`src/rtl/controle_multiciclo_pkg.sv`:
```
// -----------------------------------------------------------------------------
// controle_multiciclo_pkg
// Shared constants for the MIPS-subset control units (multi-cycle FSM and the
// single-cycle decoder): opcodes, the JR funct code, FSM state encodings, and
// the encodings of pc_fonte, c_reg_destino and c_ALUOp.
// No ports (package).
// -----------------------------------------------------------------------------
package controle_multiciclo_pkg;

    // Opcodes, IR[31:26]
    localparam logic [5:0] OP_RTYPE = 6'b000000;
    localparam logic [5:0] OP_J     = 6'b000010;
    localparam logic [5:0] OP_JAL   = 6'b000011;
    localparam logic [5:0] OP_BEQ   = 6'b000100;
    localparam logic [5:0] OP_BNE   = 6'b000101;
    localparam logic [5:0] OP_ADDI  = 6'b001000;
    localparam logic [5:0] OP_LW    = 6'b100011;
    localparam logic [5:0] OP_SW    = 6'b101011;

    // funct, IR[5:0], that turns an R-type into JR
    localparam logic [5:0] FUNCT_JR = 6'b001000;

    // FSM states
    localparam logic [2:0] ST_BUSCA      = 3'b000;
    localparam logic [2:0] ST_DECODIFICA = 3'b001;
    localparam logic [2:0] ST_EXECUTA    = 3'b010;
    localparam logic [2:0] ST_MEMORIA    = 3'b011;
    localparam logic [2:0] ST_ESCRITA    = 3'b100;

    // PC source mux
    localparam logic [1:0] PC_MAIS4  = 2'b00;
    localparam logic [1:0] PC_DESVIO = 2'b01;
    localparam logic [1:0] PC_SALTO  = 2'b10;
    localparam logic [1:0] PC_REG    = 2'b11;

    // Destination register select
    localparam logic [1:0] REG_DST_RT = 2'b00;
    localparam logic [1:0] REG_DST_RD = 2'b01;
    localparam logic [1:0] REG_DST_RA = 2'b10;

    // ALU operation class
    localparam logic [1:0] ALUOP_SOMA  = 2'b00;
    localparam logic [1:0] ALUOP_SUB   = 2'b01;
    localparam logic [1:0] ALUOP_FUNCT = 2'b10;

    // True for every opcode the control unit knows how to sequence.
    function automatic logic opcode_conhecido(input logic [5:0] op);
        case (op)
            OP_RTYPE, OP_J, OP_JAL, OP_BEQ, OP_BNE,
            OP_ADDI, OP_LW, OP_SW: opcode_conhecido = 1'b1;
            default:               opcode_conhecido = 1'b0;
        endcase
    endfunction

    // JR is an R-type whose funct field selects a register jump.
    function automatic logic eh_jr(input logic [5:0] op, input logic [5:0] fn);
        eh_jr = (op == OP_RTYPE) && (fn == FUNCT_JR);
    endfunction

endpackage

```
`src/rtl/controle_multiciclo_if.sv`:
```
// -----------------------------------------------------------------------------
// controle_multiciclo_if
// Shared-memory handshake between the multi-cycle control unit and memory.
//   mem_req       : access request, held until mem_ready
//   mem_escrever  : 1 = write, 0 = read
//   mem_fonte_end : address select, 0 = PC, 1 = ALU result
//   mem_ready     : acknowledge; completes the access in the same cycle
// Modports: master (control unit), slave (memory side).
// -----------------------------------------------------------------------------
interface controle_multiciclo_if;

    logic mem_req;
    logic mem_escrever;
    logic mem_fonte_end;
    logic mem_ready;

    modport master (
        output mem_req,
        output mem_escrever,
        output mem_fonte_end,
        input  mem_ready
    );

    modport slave (
        input  mem_req,
        input  mem_escrever,
        input  mem_fonte_end,
        output mem_ready
    );

endinterface

```
`src/rtl/controle_multiciclo.sv`:
```
// -----------------------------------------------------------------------------
// controle_multiciclo
// Multi-cycle control FSM for a MIPS subset (R-type, JR, J, JAL, BEQ, BNE,
// ADDI, LW, SW) sharing one memory for instructions and data.
// Ports:
//   clock, reset      : single clock, synchronous active-high reset
//   habilitar         : allows a new fetch to start (looked at in BUSCA only)
//   opcode, funct     : IR[31:26], IR[5:0]
//   zero              : ALU zero flag, used by BEQ/BNE in EXECUTA
//   mem               : memory handshake (master side)
//   ir_escrever, pc_escrever : one-cycle load strobes
//   pc_fonte          : PC mux select
//   c_ALUOp, c_fonte_ula, c_memtoreg, c_escrever_reg, c_reg_destino :
//                       datapath controls, same encodings as single-cycle
//   estado            : current FSM state
//   invalido          : one-cycle pulse on an unknown opcode
// All outputs are combinational from the state and current inputs, and all
// are forced to zero while reset is high.
// -----------------------------------------------------------------------------
module controle_multiciclo (
    input  logic                  clock,
    input  logic                  reset,
    input  logic                  habilitar,
    input  logic [5:0]            opcode,
    input  logic [5:0]            funct,
    input  logic                  zero,
    controle_multiciclo_if.master mem,
    output logic                  ir_escrever,
    output logic                  pc_escrever,
    output logic [1:0]            pc_fonte,
    output logic [1:0]            c_ALUOp,
    output logic                  c_fonte_ula,
    output logic                  c_memtoreg,
    output logic                  c_escrever_reg,
    output logic [1:0]            c_reg_destino,
    output logic [2:0]            estado,
    output logic                  invalido
);

    import controle_multiciclo_pkg::*;

    logic [2:0] estado_q;
    logic [2:0] estado_d;

    always_comb begin
        estado_d          = estado_q;
        estado            = estado_q;
        mem.mem_req       = 1'b0;
        mem.mem_escrever  = 1'b0;
        mem.mem_fonte_end = 1'b0;
        ir_escrever       = 1'b0;
        pc_escrever       = 1'b0;
        pc_fonte          = PC_MAIS4;
        c_ALUOp           = ALUOP_SOMA;
        c_fonte_ula       = 1'b0;
        c_memtoreg        = 1'b0;
        c_escrever_reg    = 1'b0;
        c_reg_destino     = REG_DST_RT;
        invalido          = 1'b0;

        if (reset) begin
            // Everything quiet, including the reported state, while in reset.
            estado   = ST_BUSCA;
            estado_d = ST_BUSCA;
        end else begin
            case (estado_q)
                ST_BUSCA: begin
                    // mem_ready only counts while a fetch is actually requested.
                    mem.mem_req = habilitar;
                    if (habilitar && mem.mem_ready) begin
                        ir_escrever = 1'b1;
                        pc_escrever = 1'b1;
                        pc_fonte    = PC_MAIS4;
                        estado_d    = ST_DECODIFICA;
                    end
                end

                ST_DECODIFICA: begin
                    if (opcode == OP_J) begin
                        pc_escrever = 1'b1;
                        pc_fonte    = PC_SALTO;
                        estado_d    = ST_BUSCA;
                    end else if (opcode == OP_JAL) begin
                        // Link register written here; PC+4 is already in PC.
                        pc_escrever    = 1'b1;
                        pc_fonte       = PC_SALTO;
                        c_escrever_reg = 1'b1;
                        c_reg_destino  = REG_DST_RA;
                        estado_d       = ST_BUSCA;
                    end else if (!opcode_conhecido(opcode)) begin
                        invalido = 1'b1;
                        estado_d = ST_BUSCA;
                    end else begin
                        estado_d = ST_EXECUTA;
                    end
                end

                ST_EXECUTA: begin
                    case (opcode)
                        OP_RTYPE: begin
                            if (eh_jr(opcode, funct)) begin
                                pc_escrever = 1'b1;
                                pc_fonte    = PC_REG;
                                estado_d    = ST_BUSCA;
                            end else begin
                                c_ALUOp     = ALUOP_FUNCT;
                                c_fonte_ula = 1'b0;
                                estado_d    = ST_ESCRITA;
                            end
                        end
                        OP_ADDI: begin
                            c_ALUOp     = ALUOP_SOMA;
                            c_fonte_ula = 1'b1;
                            estado_d    = ST_ESCRITA;
                        end
                        OP_LW, OP_SW: begin
                            // ALU computes the effective address for MEMORIA.
                            c_ALUOp     = ALUOP_SOMA;
                            c_fonte_ula = 1'b1;
                            estado_d    = ST_MEMORIA;
                        end
                        OP_BEQ, OP_BNE: begin
                            c_ALUOp     = ALUOP_SUB;
                            c_fonte_ula = 1'b0;
                            pc_fonte    = PC_DESVIO;
                            pc_escrever = (opcode == OP_BEQ) ? zero : ~zero;
                            estado_d    = ST_BUSCA;
                        end
                        default: begin
                            estado_d = ST_BUSCA;
                        end
                    endcase
                end

                ST_MEMORIA: begin
                    mem.mem_req       = 1'b1;
                    mem.mem_fonte_end = 1'b1;
                    mem.mem_escrever  = (opcode == OP_SW);
                    if (mem.mem_ready) begin
                        estado_d = (opcode == OP_SW) ? ST_BUSCA : ST_ESCRITA;
                    end
                end

                ST_ESCRITA: begin
                    case (opcode)
                        OP_RTYPE: begin
                            c_escrever_reg = 1'b1;
                            c_reg_destino  = REG_DST_RD;
                            c_memtoreg     = 1'b0;
                        end
                        OP_ADDI: begin
                            c_escrever_reg = 1'b1;
                            c_reg_destino  = REG_DST_RT;
                            c_memtoreg     = 1'b0;
                        end
                        OP_LW: begin
                            c_escrever_reg = 1'b1;
                            c_reg_destino  = REG_DST_RT;
                            c_memtoreg     = 1'b1;
                        end
                        default: begin
                            c_escrever_reg = 1'b0;
                        end
                    endcase
                    estado_d = ST_BUSCA;
                end

                default: begin
                    // Unused encodings recover to a fetch.
                    estado_d = ST_BUSCA;
                end
            endcase
        end
    end

    always_ff @(posedge clock) begin
        if (reset) begin
            estado_q <= ST_BUSCA;
        end else begin
            estado_q <= estado_d;
        end
    end

endmodule

```
`src/flat_wrapper.sv`:
```
// flat-port wrapper written by rule: the top's interface ports become plain ports
module controle_multiciclo_flat import controle_multiciclo_pkg::*;
  (clock, reset, habilitar, opcode, funct, zero, ir_escrever, pc_escrever, pc_fonte, c_ALUOp, c_fonte_ula, c_memtoreg, c_escrever_reg, c_reg_destino, estado, invalido, mem_mem_req, mem_mem_escrever, mem_mem_fonte_end, mem_mem_ready);
  controle_multiciclo_if mem_i ();
  input  logic clock;
  input  logic reset;
  input  logic habilitar;
  input  logic [5:0] opcode;
  input  logic [5:0] funct;
  input  logic zero;
  output logic ir_escrever;
  output logic pc_escrever;
  output logic [1:0] pc_fonte;
  output logic [1:0] c_ALUOp;
  output logic c_fonte_ula;
  output logic c_memtoreg;
  output logic c_escrever_reg;
  output logic [1:0] c_reg_destino;
  output logic [2:0] estado;
  output logic invalido;
  output wire logic [$bits(mem_i.mem_req)-1:0] mem_mem_req;
  output wire logic [$bits(mem_i.mem_escrever)-1:0] mem_mem_escrever;
  output wire logic [$bits(mem_i.mem_fonte_end)-1:0] mem_mem_fonte_end;
  input wire logic [$bits(mem_i.mem_ready)-1:0] mem_mem_ready;
  assign mem_mem_req = mem_i.mem_req;
  assign mem_mem_escrever = mem_i.mem_escrever;
  assign mem_mem_fonte_end = mem_i.mem_fonte_end;
  assign mem_i.mem_ready = mem_mem_ready;
  controle_multiciclo u_core (.clock(clock), .reset(reset), .habilitar(habilitar), .opcode(opcode), .funct(funct), .zero(zero), .mem(mem_i), .ir_escrever(ir_escrever), .pc_escrever(pc_escrever), .pc_fonte(pc_fonte), .c_ALUOp(c_ALUOp), .c_fonte_ula(c_fonte_ula), .c_memtoreg(c_memtoreg), .c_escrever_reg(c_escrever_reg), .c_reg_destino(c_reg_destino), .estado(estado), .invalido(invalido));
endmodule
```
`config.mk`:
```
export PLATFORM = sky130hd
export DESIGN_NAME = controle_multiciclo_flat
export DESIGN_NICKNAME = d
export VERILOG_FILES = /design/src/rtl/controle_multiciclo_pkg.sv /design/src/rtl/controle_multiciclo_if.sv /design/src/rtl/controle_multiciclo.sv /design/src/flat_wrapper.sv
export SDC_FILE = /design/constraint.sdc
export NUM_CORES = 1
export LEC_CHECK = 0
export ABC_AREA = 0
export CAP_MARGIN = 20
export CELL_PAD_IN_SITES_DETAIL_PLACEMENT = 0
export CELL_PAD_IN_SITES_GLOBAL_PLACEMENT = 2
export CORE_MARGIN = 2
export CORE_UTILIZATION = 18
export CTS_BUF_LIST = sky130_fd_sc_hd__clkbuf_16
export DETAILED_ROUTE_END_ITERATION = 6
export GPL_TIMING_DRIVEN = 0
export PLACE_DENSITY = 0.8
export SKIP_LAST_GASP = 1
export SLEW_MARGIN = 20
export SYNTH_ARGS = -nofsm -noshare
export SYNTH_HDL_FRONTEND = slang
export SYNTH_SLANG_ARGS = --single-unit
```
`constraint.sdc`:
```
create_clock -name clock -period 5.33 [get_ports clock]
set_clock_uncertainty 0.15 [all_clocks]
set_input_delay 1.066 -clock clock [delete_from_list [all_inputs] [get_ports clock]]
set_output_delay 1.066 -clock clock [all_outputs]
set_load 0.02 [all_outputs]
```
== Yosys cells after proc, flatten, opt, wreduce, memory -nomap -nowiden ==
Cells that the tools add are included.

* Register bits: 3
* Input bits: 17
* Output and inout bits: 18
* Word-level logic and storage cells: 86

* Equality and inequality tests: 14
* Multiplexer cells: 60
* Bitwise logic cells: 1
* Reduce and logical (&&, ||, !) cells: 10

{| class="wikitable"
|+ Operator list
! operator !! count
|-
| 1-bit 2-to-1 mux || 33
|-
| 3-bit 2-to-1 mux || 7
|-
| 2-bit 2-to-1 mux || 10
|-
| 2-bit one-hot mux with 2 select lines || 4
|-
| 6-bit by 2-bit equality test with 1-bit output, second input constant || 2
|-
| 6-bit by 3-bit equality test with 1-bit output, second input constant || 2
|-
| 6-bit by 4-bit equality test with 1-bit output, second input constant || 2
|-
| 6-bit equality test, second input constant || 2
|-
| 3-bit one-hot mux with 4 select lines || 1
|-
| 3-bit one-hot mux with 3 select lines || 1
|-
| 8-bit OR reduction || 1
|-
| 3-bit by 2-bit equality test with 1-bit output, second input constant || 2
|-
| 6-bit logical NOT || 1
|-
| 1-bit one-hot mux with 2 select lines || 3
|-
| 3-bit OR reduction || 2
|-
| 2-bit OR reduction || 2
|-
| 3-bit by 1-bit equality test with 1-bit output, second input constant || 1
|-
| 3-bit equality test, second input constant || 1
|-
| 3-bit logical NOT || 1
|-
| 1-bit one-hot mux with 3 select lines || 1
|-
| 1-bit logical AND || 2
|-
| 2-bit by 1-bit inequality test with 1-bit output, second input constant || 1
|-
| 2-bit inequality test, second input constant || 1
|-
| 2-bit AND reduction || 1
|-
| 1-bit inverter || 1
|}

== Longest topological paths before layout ==
Gate-level depths: netlist of run 1.

* Word-level depth: 12
* Mapped depth: 6
* Mapped depth without buffers: 5

== Worst setup path before layout of run 1 ==
OpenSTA, ideal clock, no wires.

* Path kind: in2out
* From: in funct[2]
* To: out pc_fonte[1]
* Arrival: 2,359 ps
* Required time: 4,114 ps
* Setup slack: 1,755 ps
* Stages on the path: 4
* Path buffers: 0
* Cells stage by stage: or4b_4 nor3_4 nand3_2 o21ai_0

* Cells in the longest elaborated chain, start to end: 6

{| class="wikitable"
|+ Ends and longest elaborated chain
! item !! line !! text
|-
| start: declaration || flat_wrapper.sv:9 || <nowiki>input logic [5:0] funct;</nowiki>
|-
| 6-bit by 4-bit equality test with 1-bit output || controle_multiciclo_pkg.sv:57 || <nowiki>eh_jr = (op == OP_RTYPE) && (fn == FUNCT_JR);</nowiki>
|-
| 1-bit logical AND || controle_multiciclo_pkg.sv:57 ||
|-
| 2-bit 2-to-1 mux || controle_multiciclo.sv:101 || <nowiki>if (eh_jr(opcode, funct)) begin</nowiki>
|-
| 2-bit one-hot mux with 2 select lines || controle_multiciclo.sv:99 || <nowiki>case (opcode)</nowiki>
|-
| 2-bit one-hot mux with 2 select lines || controle_multiciclo.sv:66 || <nowiki>case (estado_q)</nowiki>
|-
| 2-bit 2-to-1 mux || controle_multiciclo.sv:61 || <nowiki>if (reset) begin</nowiki>
|-
| end: declaration || flat_wrapper.sv:13 || <nowiki>output logic [1:0] pc_fonte;</nowiki>
|}

Every way passes these cells.

== Worst setup path after layout of run 1 ==
* From: in funct[2]
* To: out pc_escrever

* Cells in the longest elaborated chain, start to end: 6

{| class="wikitable"
|+ Ends and longest elaborated chain
! item !! line !! text
|-
| 6-bit by 4-bit equality test with 1-bit output || controle_multiciclo_pkg.sv:57 ||
|-
| 1-bit logical AND || controle_multiciclo_pkg.sv:57 ||
|-
| 1-bit 2-to-1 mux || controle_multiciclo.sv:101 ||
|-
| 1-bit one-hot mux with 2 select lines || controle_multiciclo.sv:99 ||
|-
| 1-bit one-hot mux with 3 select lines || controle_multiciclo.sv:66 ||
|-
| 1-bit 2-to-1 mux || controle_multiciclo.sv:61 ||
|-
| end: declaration || flat_wrapper.sv:12 || <nowiki>output logic pc_escrever;</nowiki>
|}

Every way passes these cells.

==> run summary, run 1 <==
TritonCTS built the clock tree. The number of buffers inserted during clock tree synthesis is 3, and the pin count of the biggest net entering global routing is 11. The tools report the number of max-capacitance violations reported as 0. For this configuration, the core starts out at a cell density of 18.4%.

In this run the worst path has a maximum fanout of 3. Routability-driven placement finished with a final weighted congestion of 0.737. The number of gates resized after CTS was 0.

In this design, the stage delay of the slowest critical-path cell is 0.65 ns. Timing would allow up to 225 MHz. The logs give 85.8 uV for the maximum resistive drop on vdd and 19 for the violation count after the first detailed-route iteration.

In this run the tool buffered the top-level ports with 32 buffer cells. The post-route netlist has 11.1% of its cells at a drive strength greater than 1. During I/O placement, the number of pins put on the boundary was 35.

The floorplan has 20 rows. Count of unresolved DRC violations after routing: 1. The number of buffer and inverter stages on the critical path works out to 2.

In this run, synthesis inferred 0 flip-flops with an integrated enable. Worst-margin pin slew: 0.367 ns. The number of failing hold endpoints at the final stage is 0. The total negative slack for setup checks is 0 ns. The library cell contributing the largest single delay on the critical path is clkdlybuf4s50_1. Setup repair after global routing left no endpoint under its margin. The power per unit of standard cell area came out at 182 mW/mm^2. Counting distinct cell types in the post-synthesis netlist gives 34. The die covers 0.00350 sq mm. The number of flip-flops and latches in the synthesized netlist is 3.

The routed wire length was 1.79 mm; the sequential-to-total area share from yosys stat was 11.0%. For the final cell utilization of the core, the log shows 33.2%. The Yosys step of the flow raised 0 warnings. The final setup slack of the worst path came out at 0.886 ns.

Most numerous cell on the critical path: clkdlybuf4s50_1. The signal on the critical path passes through clkdlybuf4s50_1, or4b_4, nor3_4, nand3_2, o21a_1, o32ai_1, clkdlybuf4s50_1. The worst setup path is captured at an output pin.

STA classifies the critical path startpoint as an input pin. Register ranked first by flip-flop count: u_core.estado_q. The clock drives 3 sinks.

The register with the most flip-flops in the layout has 3 of them. The aggregate global-route resource usage was 11.4%; the detailed-route via count was 701. Data on the critical path is required at its endpoint by 4.11 ns. The total area inside the core boundary comes to 0.00298 sq mm. The tools report the number of routed nets with antenna violations as 0. The final number of max-transition violations came out at 0.

The average wire per standard cell is 11.9 microns, and the synthesized area divided by synthesized cell count is 6.77 sq um. The cell area that synthesis handed to floorplanning was 548 sq um. The number of buffers on the longest clock path is 2.

The via count of the first global-routing pass came out at 658. The worst hold path class was flip-flop to flip-flop. The worst path needs 4.44 ns of the cycle, external delays included.

The worst slew margin relative to its limit was 75.4%. The final reports fail on design-rule violations. Of all flip-flops after synthesis, the portion carrying an async set or reset was 0%. The root buffer cell chosen for the clock tree is clkbuf_16. The first-pass GRT wire length was 3.01 mm; the setup-violating endpoint count in the final report was 0. The largest registers in the layout are u_core.estado_q (3). The pre-antenna-repair detailed-routing pass consisted of 6 iterations. The period utilization was 83.4%; the count of inserted antenna diode cells was 0.

The clock slew seen by the registers of the worst setup and hold paths is 0.03 ns. The share of the synthesized area in the top cell type came out at 11.0%. Power comes to 180 uW. The H-tree depth is 1.

The tools report the number of nets in the layout as 135. Among cell families on the critical path, the largest total delay comes from buffers and inverters. The die width is 59.2 microns, and the placed wire-length estimate is 1.40 mm. The later pin in the worst-skew pair is clocked with a latency of 0.22 ns.

Summed over all cells, the static leakage comes to 0.344 nW. The logs give 0.861 ns for the worst setup timing slack at the placement stage and 0 for the total setup buffers inserted after CTS. In the post-synthesis netlist, the biggest area contributors are dfxtp_1 11%, nor2_1 9.6%, a21oi_1 5.5%. Synthesis produced a netlist whose cell count is 81. The flow ran to the end, but the final reports show violations. After detailed routing, the number of vias per cell comes to 4.67.

Data arrives at the worst endpoint at 3.23 ns. Post-synthesis cell type with the largest combined area: dfxtp_1. The area growth from synthesis to layout is 80.4%. From bottom edge to top edge, the die measures 59.2 microns. The initial antenna violation count was 0; the synthesized netlist net count was 98. The worst setup path category was input pin to output pin. Among all flip-flop cells after synthesis, the most frequent one is dfxtp_1. The count of hold buffers inserted by post-cts repair came out at 0. Aggregate global routing overflow: 0.
==> cells by family after synthesis <==
family | count (synthesis) | synth area share [%]
AND/OR/NAND/NOR | 54 | 60.5
AO/OA/AOI/OAI | 16 | 17.8
buffers and inverters | 6 | 7.53
flip-flops | 3 | 11.0
XOR/XNOR | 2 | 3.20
==> layout make-up <==
type / count / area, sq um
Clock inverter: 1 / 3.75
Clock buffer: 3 / 75.1
Timing Repair Buffer: 32 / 320
Inverter: 2 / 7.51
Fill cell: 323 / 1990
Buffer: 4 / 33.8
Tap cell: 33 / 41.3
Multi-Input combinational cell: 72 / 447
Sequential cell: 3 / 60.1
==> Yosys cell counts (all sizes together), types with 2 or more instances <==
library cell / instances
o32ai: 2
o21a: 2
nand2: 7
nor2b: 4
inv: 2
buf: 4
nor2: 15
a21oi: 6
nand3: 4
nand3b: 2
o22ai: 2
nor4: 4
dfxtp: 3
nor3: 6
nor3b: 2
o21ai: 3
==> per-stage QoR <==
| step | area [sq um] | hold slack, ns | std cells |
|---|---|---|---|
| finish | 988 | 0.535 | 150 |
| global route | 988 | 0.572 | 150 |
| CTS | 988 | 0.530 | 150 |
| detailed placement | 910 | 0.521 | 146 |
| global placement | 910 | 0.516 | 146 |
| floorplan | 548 | 0.457 | 81 |
==> cell usage in the layout, fill, tap and decap left out, drive strengths merged, types with 2 or more instances in the layout <==
master,count
inv,3
nor3b,2
buf,4
a21oi,6
nor3,6
clkdlybuf4s50,32
o21ai,3
nor2,15
dfxtp,3
o21a,2
nor4,4
nand2,7
nand3b,2
clkbuf,3
o32ai,2
nor2b,4
o22ai,2
nand3,4
==> final timing paths <==
path,endpoint,depth (start not counted),slack (ns),startpoint
worst max-delay path,pc_escrever,7,0.89,funct[2]
worst max register to register,u_core.estado_q[1]$_SDFFE_PP0P_,5,3.83,u_core.estado_q[2]$_SDFFE_PP0P_
worst min register to register,u_core.estado_q[2]$_SDFFE_PP0P_,3,0.53,u_core.estado_q[0]$_SDFFE_PP0P_
worst min-delay path,u_core.estado_q[2]$_SDFFE_PP0P_,3,0.53,u_core.estado_q[0]$_SDFFE_PP0P_
==> worst register-to-register path, cell delays in order, from the launching register on <==
cell and delay (ns):
dfxtp_1 0.43, and2b_1 0.25, nor3b_1 0.16, nand2_1 0.09, a21boi_0 0.20, o22ai_1 0.09
==> metal layers <==
metal	vias up	track usage (%)	part of all wire [%]
li1	373	-	-
met1	305	15.2	48
met2	21	17.5	46
met3	2	2.18	4.5
met4	0	5.84	0.84
met5	-	0	0
==> power by group <==
group / switching (mW) / internal (mW)
Sequential: 0.000739 / 0.0231
Clock: 0.0209 / 0.0968
Combinational: 0.0181 / 0.0205
Total: 0.0398 / 0.140
Power figures use the tool's default switching activity.
==> run 2, diff against run 1 <==
- CORE_UTILIZATION: 18 -> 15
- PLACE_DENSITY: 0.8 -> 0.71
- clock period: 5.33 -> 3.95 ns (I/O delays scaled with it)
==> run summary, run 2 (synthesis results as in run 1) <==
The run finished with clean final reports. The tools report the number of nets in the layout as 135 (unchanged). For the count of inserted antenna diode cells, the log shows 0 (unchanged). The sequential group share of total power was 13.2% (about the same). The tools report the routed wire length as 1.98 mm (+11%). The tools report the instance count after placement with tap cells included as 159 (+8.9%). The register with the most flip-flops in the final layout is u_core.estado_q. The row count came out at 21 (+5.0%). The number of detailed-route iterations in the first pass was 4 (-2); the total cell area at the placement stage was 926 sq um (+1.8%). For the final number of max-transition violations, the log shows 0 (unchanged). The worst setup path category was input pin to output pin. The signal on the critical path passes through clkdlybuf4s50_1, or4b_4, nor3_4, nand3_2, a21oi_1, clkdlybuf4s50_1. Among the stages of the critical path, the cell type that occurs most often is clkdlybuf4s50_1.

The count of unresolved DRC violations after routing is 0 (-1). Weighted congestion at the end of routability-driven global placement: 0.700 (-5.0%). The logs give 11 (unchanged) for the pin count of the biggest net entering global routing and 3.24 mm (+7.8%) for the first-pass GRT wire length.

The detailed-route via count came out at 712 (+1.6%). The tools report the worst endpoint required time as 3.01 ns (-1.10 ns). For the part of the total power dissipated in combinational logic, the log shows 21.7% (+0.3 points). Worst hold path class: flip-flop to flip-flop.

The area growth from synthesis to layout came out at 83.8%. The worst-margin pin slew is 0.352 ns (-0.0145 ns). The run gives 3 (unchanged) as the number of buffers inserted during clock tree synthesis.

STA classifies the critical path startpoint as an input pin. The initial antenna violation count came out at 0 (unchanged). The number of max-capacitance violations reported came out at 0 (unchanged).

Commonest non-fill, non-tap cell in the layout: clkdlybuf4s50_1. The tree is rooted in a clkbuf_16. The tools report the total negative slack for setup checks as 0 ns (unchanged). Library cell contributing the largest single delay on the critical path: clkdlybuf4s50_1. The largest registers in the layout are u_core.estado_q (3). The logs give 2 (unchanged) for the number of buffers on the longest clock path and 60.1 sq um (unchanged) for the area occupied by registers. For the number of fill cells, the log shows 398 (+23%).

Power per unit of standard cell area: 241 mW/mm^2 (+32%). The logs give 3 (unchanged) for the number of clock sinks and 1.59 mm (+13%) for the placed wire-length estimate. For the number of routed nets with antenna violations, the log shows 0 (unchanged). Setup repair after global routing left no endpoint under its margin. The violation count after the first detailed-route iteration was 22 (+3). For the via count of the first global-routing pass, the log shows 716 (+8.8%).

The tools report the setup-violating endpoint count in the final report as 0 (unchanged). The largest fanout on the critical path came out at 3 (unchanged). The tools report the leakage dissipation as 0.360 nW (+4.8%). The tools report the placeable core area as 0.00342 sq mm (+15%). The logs give 1 (unchanged) for the H-tree depth and 16.0% (-2.4 points) for the effective utilization at floorplan. The overall die height was 64.4 microns (+8.9%); the aggregate global routing overflow was 0 (unchanged). The tools report the maximum resistive drop on vdd as 203 uV (+140%).

The number of buffer cells added on primary ports was 32 (unchanged). The portion of total power attributed to the clock network is 65.1% (-0.2 points). The number of failing hold endpoints at the final stage is 0 (unchanged), and the total non-filler cell area in the finished layout is 0.00101 sq mm (+1.9%). The largest stage delay on the critical path came out at 0.62 ns (-0.03 ns). Clock slew seen by the registers of the worst setup and hold paths: 0.03 ns (about the same). The latest clock arrival within the worst-skew pair came out at 0.22 ns (about the same). TritonCTS built the clock tree. The full die area was 0.00415 sq mm (+19%). The switching share of total power is 21.9% (-0.15 points), and the net switching power of the design is 53.2 uW (+34%). The die width was 64.4 microns (+8.9%). The number of non-filler instances in the completed layout is 163 (+8.7%).

The total area of multi-input combinational cells is 447 sq um (unchanged), and the average wire per standard cell is 12.1 microns (+1.9%). Period utilization: 95.8%. Arrival time of the worst setup path: 2.85 ns (-0.38 ns). The sort of element at the end of the critical path is an output pin.

In the layout the commonest cells are 31 x clkdlybuf4s50_1, 14 x nor2_1, 7 x nand2_1, 6 x a21oi_1, 5 x nor3_1. The number of top-level pins is 35 (unchanged), and the number of flip-flops in the largest register is 3 (unchanged). The worst slew margin relative to its limit was 76.3% (+0.97 points).

Subtracting the final worst setup slack from the clock period gives 3.79 ns. The cell-internal power is 189 uW (+35%), and the aggregate global-route resource usage is 9.39% (-2.0 points). For this run, the top clock speed supported by timing is 264 MHz. Via count normalized by instance count: 4.37 (-6.5%). The fraction of final layout cells sized beyond drive strength 1 was 11.1% (unchanged).
==> run 2: power by group through the flow <==
stage / combinational, mW / sequential [mW] / clock [mW]
after global routing: 0.0571 / 0.0321 / 0.162
after detailed placement: 0.0531 / 0.0325 / 0
after global placement: 0.0526 / 0.0325 / 0
final: 0.0526 / 0.0321 / 0.158
after CTS: 0.0532 / 0.0321 / 0.159
after floorplan: 0.0243 / 0.0323 / 0
==> run 2: timing repair <==
item / CTS / global route
hold buffers: 0 / 0
resized for setup: 0 / 1
endpoints found under the setup margin: 0 / 1
buffers inserted: 0 / 0
==> run 2: final timing paths <==
check / endpoint / startpoint / depth (start not counted) / slack [ns]
max: pc_fonte[0] / funct[2] / 6 / 0.16
min: u_core.estado_q[2]$_SDFFE_PP0P_ / u_core.estado_q[0]$_SDFFE_PP0P_ / 3 / 0.52
max reg2reg: u_core.estado_q[1]$_SDFFE_PP0P_ / u_core.estado_q[2]$_SDFFE_PP0P_ / 5 / 2.42
min reg2reg: u_core.estado_q[2]$_SDFFE_PP0P_ / u_core.estado_q[0]$_SDFFE_PP0P_ / 3 / 0.52
==> run 2: per-layer routing <==
| metal | up-vias | track usage, % | part of all wire, % |
|---|---|---|---|
| li1 | 369 | - | - |
| met1 | 324 | 12.0 | 47 |
| met2 | 19 | 16.9 | 49 |
| met3 | 0 | 1.91 | 4.6 |
| met4 | 0 | 0.798 | 0 |
| met5 | - | 0 | 0 |
==> run 2: stage by stage <==
stage	hold slack [ns]	total power, mW	setup slack, ns	utilization, %
2_1_floorplan	0.457	0.0566	0.927	-
3_3_place_gp	0.512	0.0851	0.00769	27.1
3_5_place_dp	0.518	0.0856	0.0133	27.1
4_1_cts	0.524	0.245	0.000537	29.4
5_1_grt	0.543	0.251	0.0231	29.5
6_report	0.515	0.243	0.165	29.5
==> run 2: layout make-up <==
cell class              count  area share [%]
plain buffers               4            3.35
clock buffers               3            7.45
clock inverters             1           0.373
inverters                   2           0.745
multi-input cells          72            44.3
flip-flops and latches      3            5.96
well taps                  46            5.71
repair buffers             32            32.0
==> run 2: worst max-delay path: cells and delay by family <==
family,cells,cell delay (ns)
buffers and inverters,2,1.02
and+or+nand+nor,3,0.85
AOI/OAI and AO/OA,1,0.18
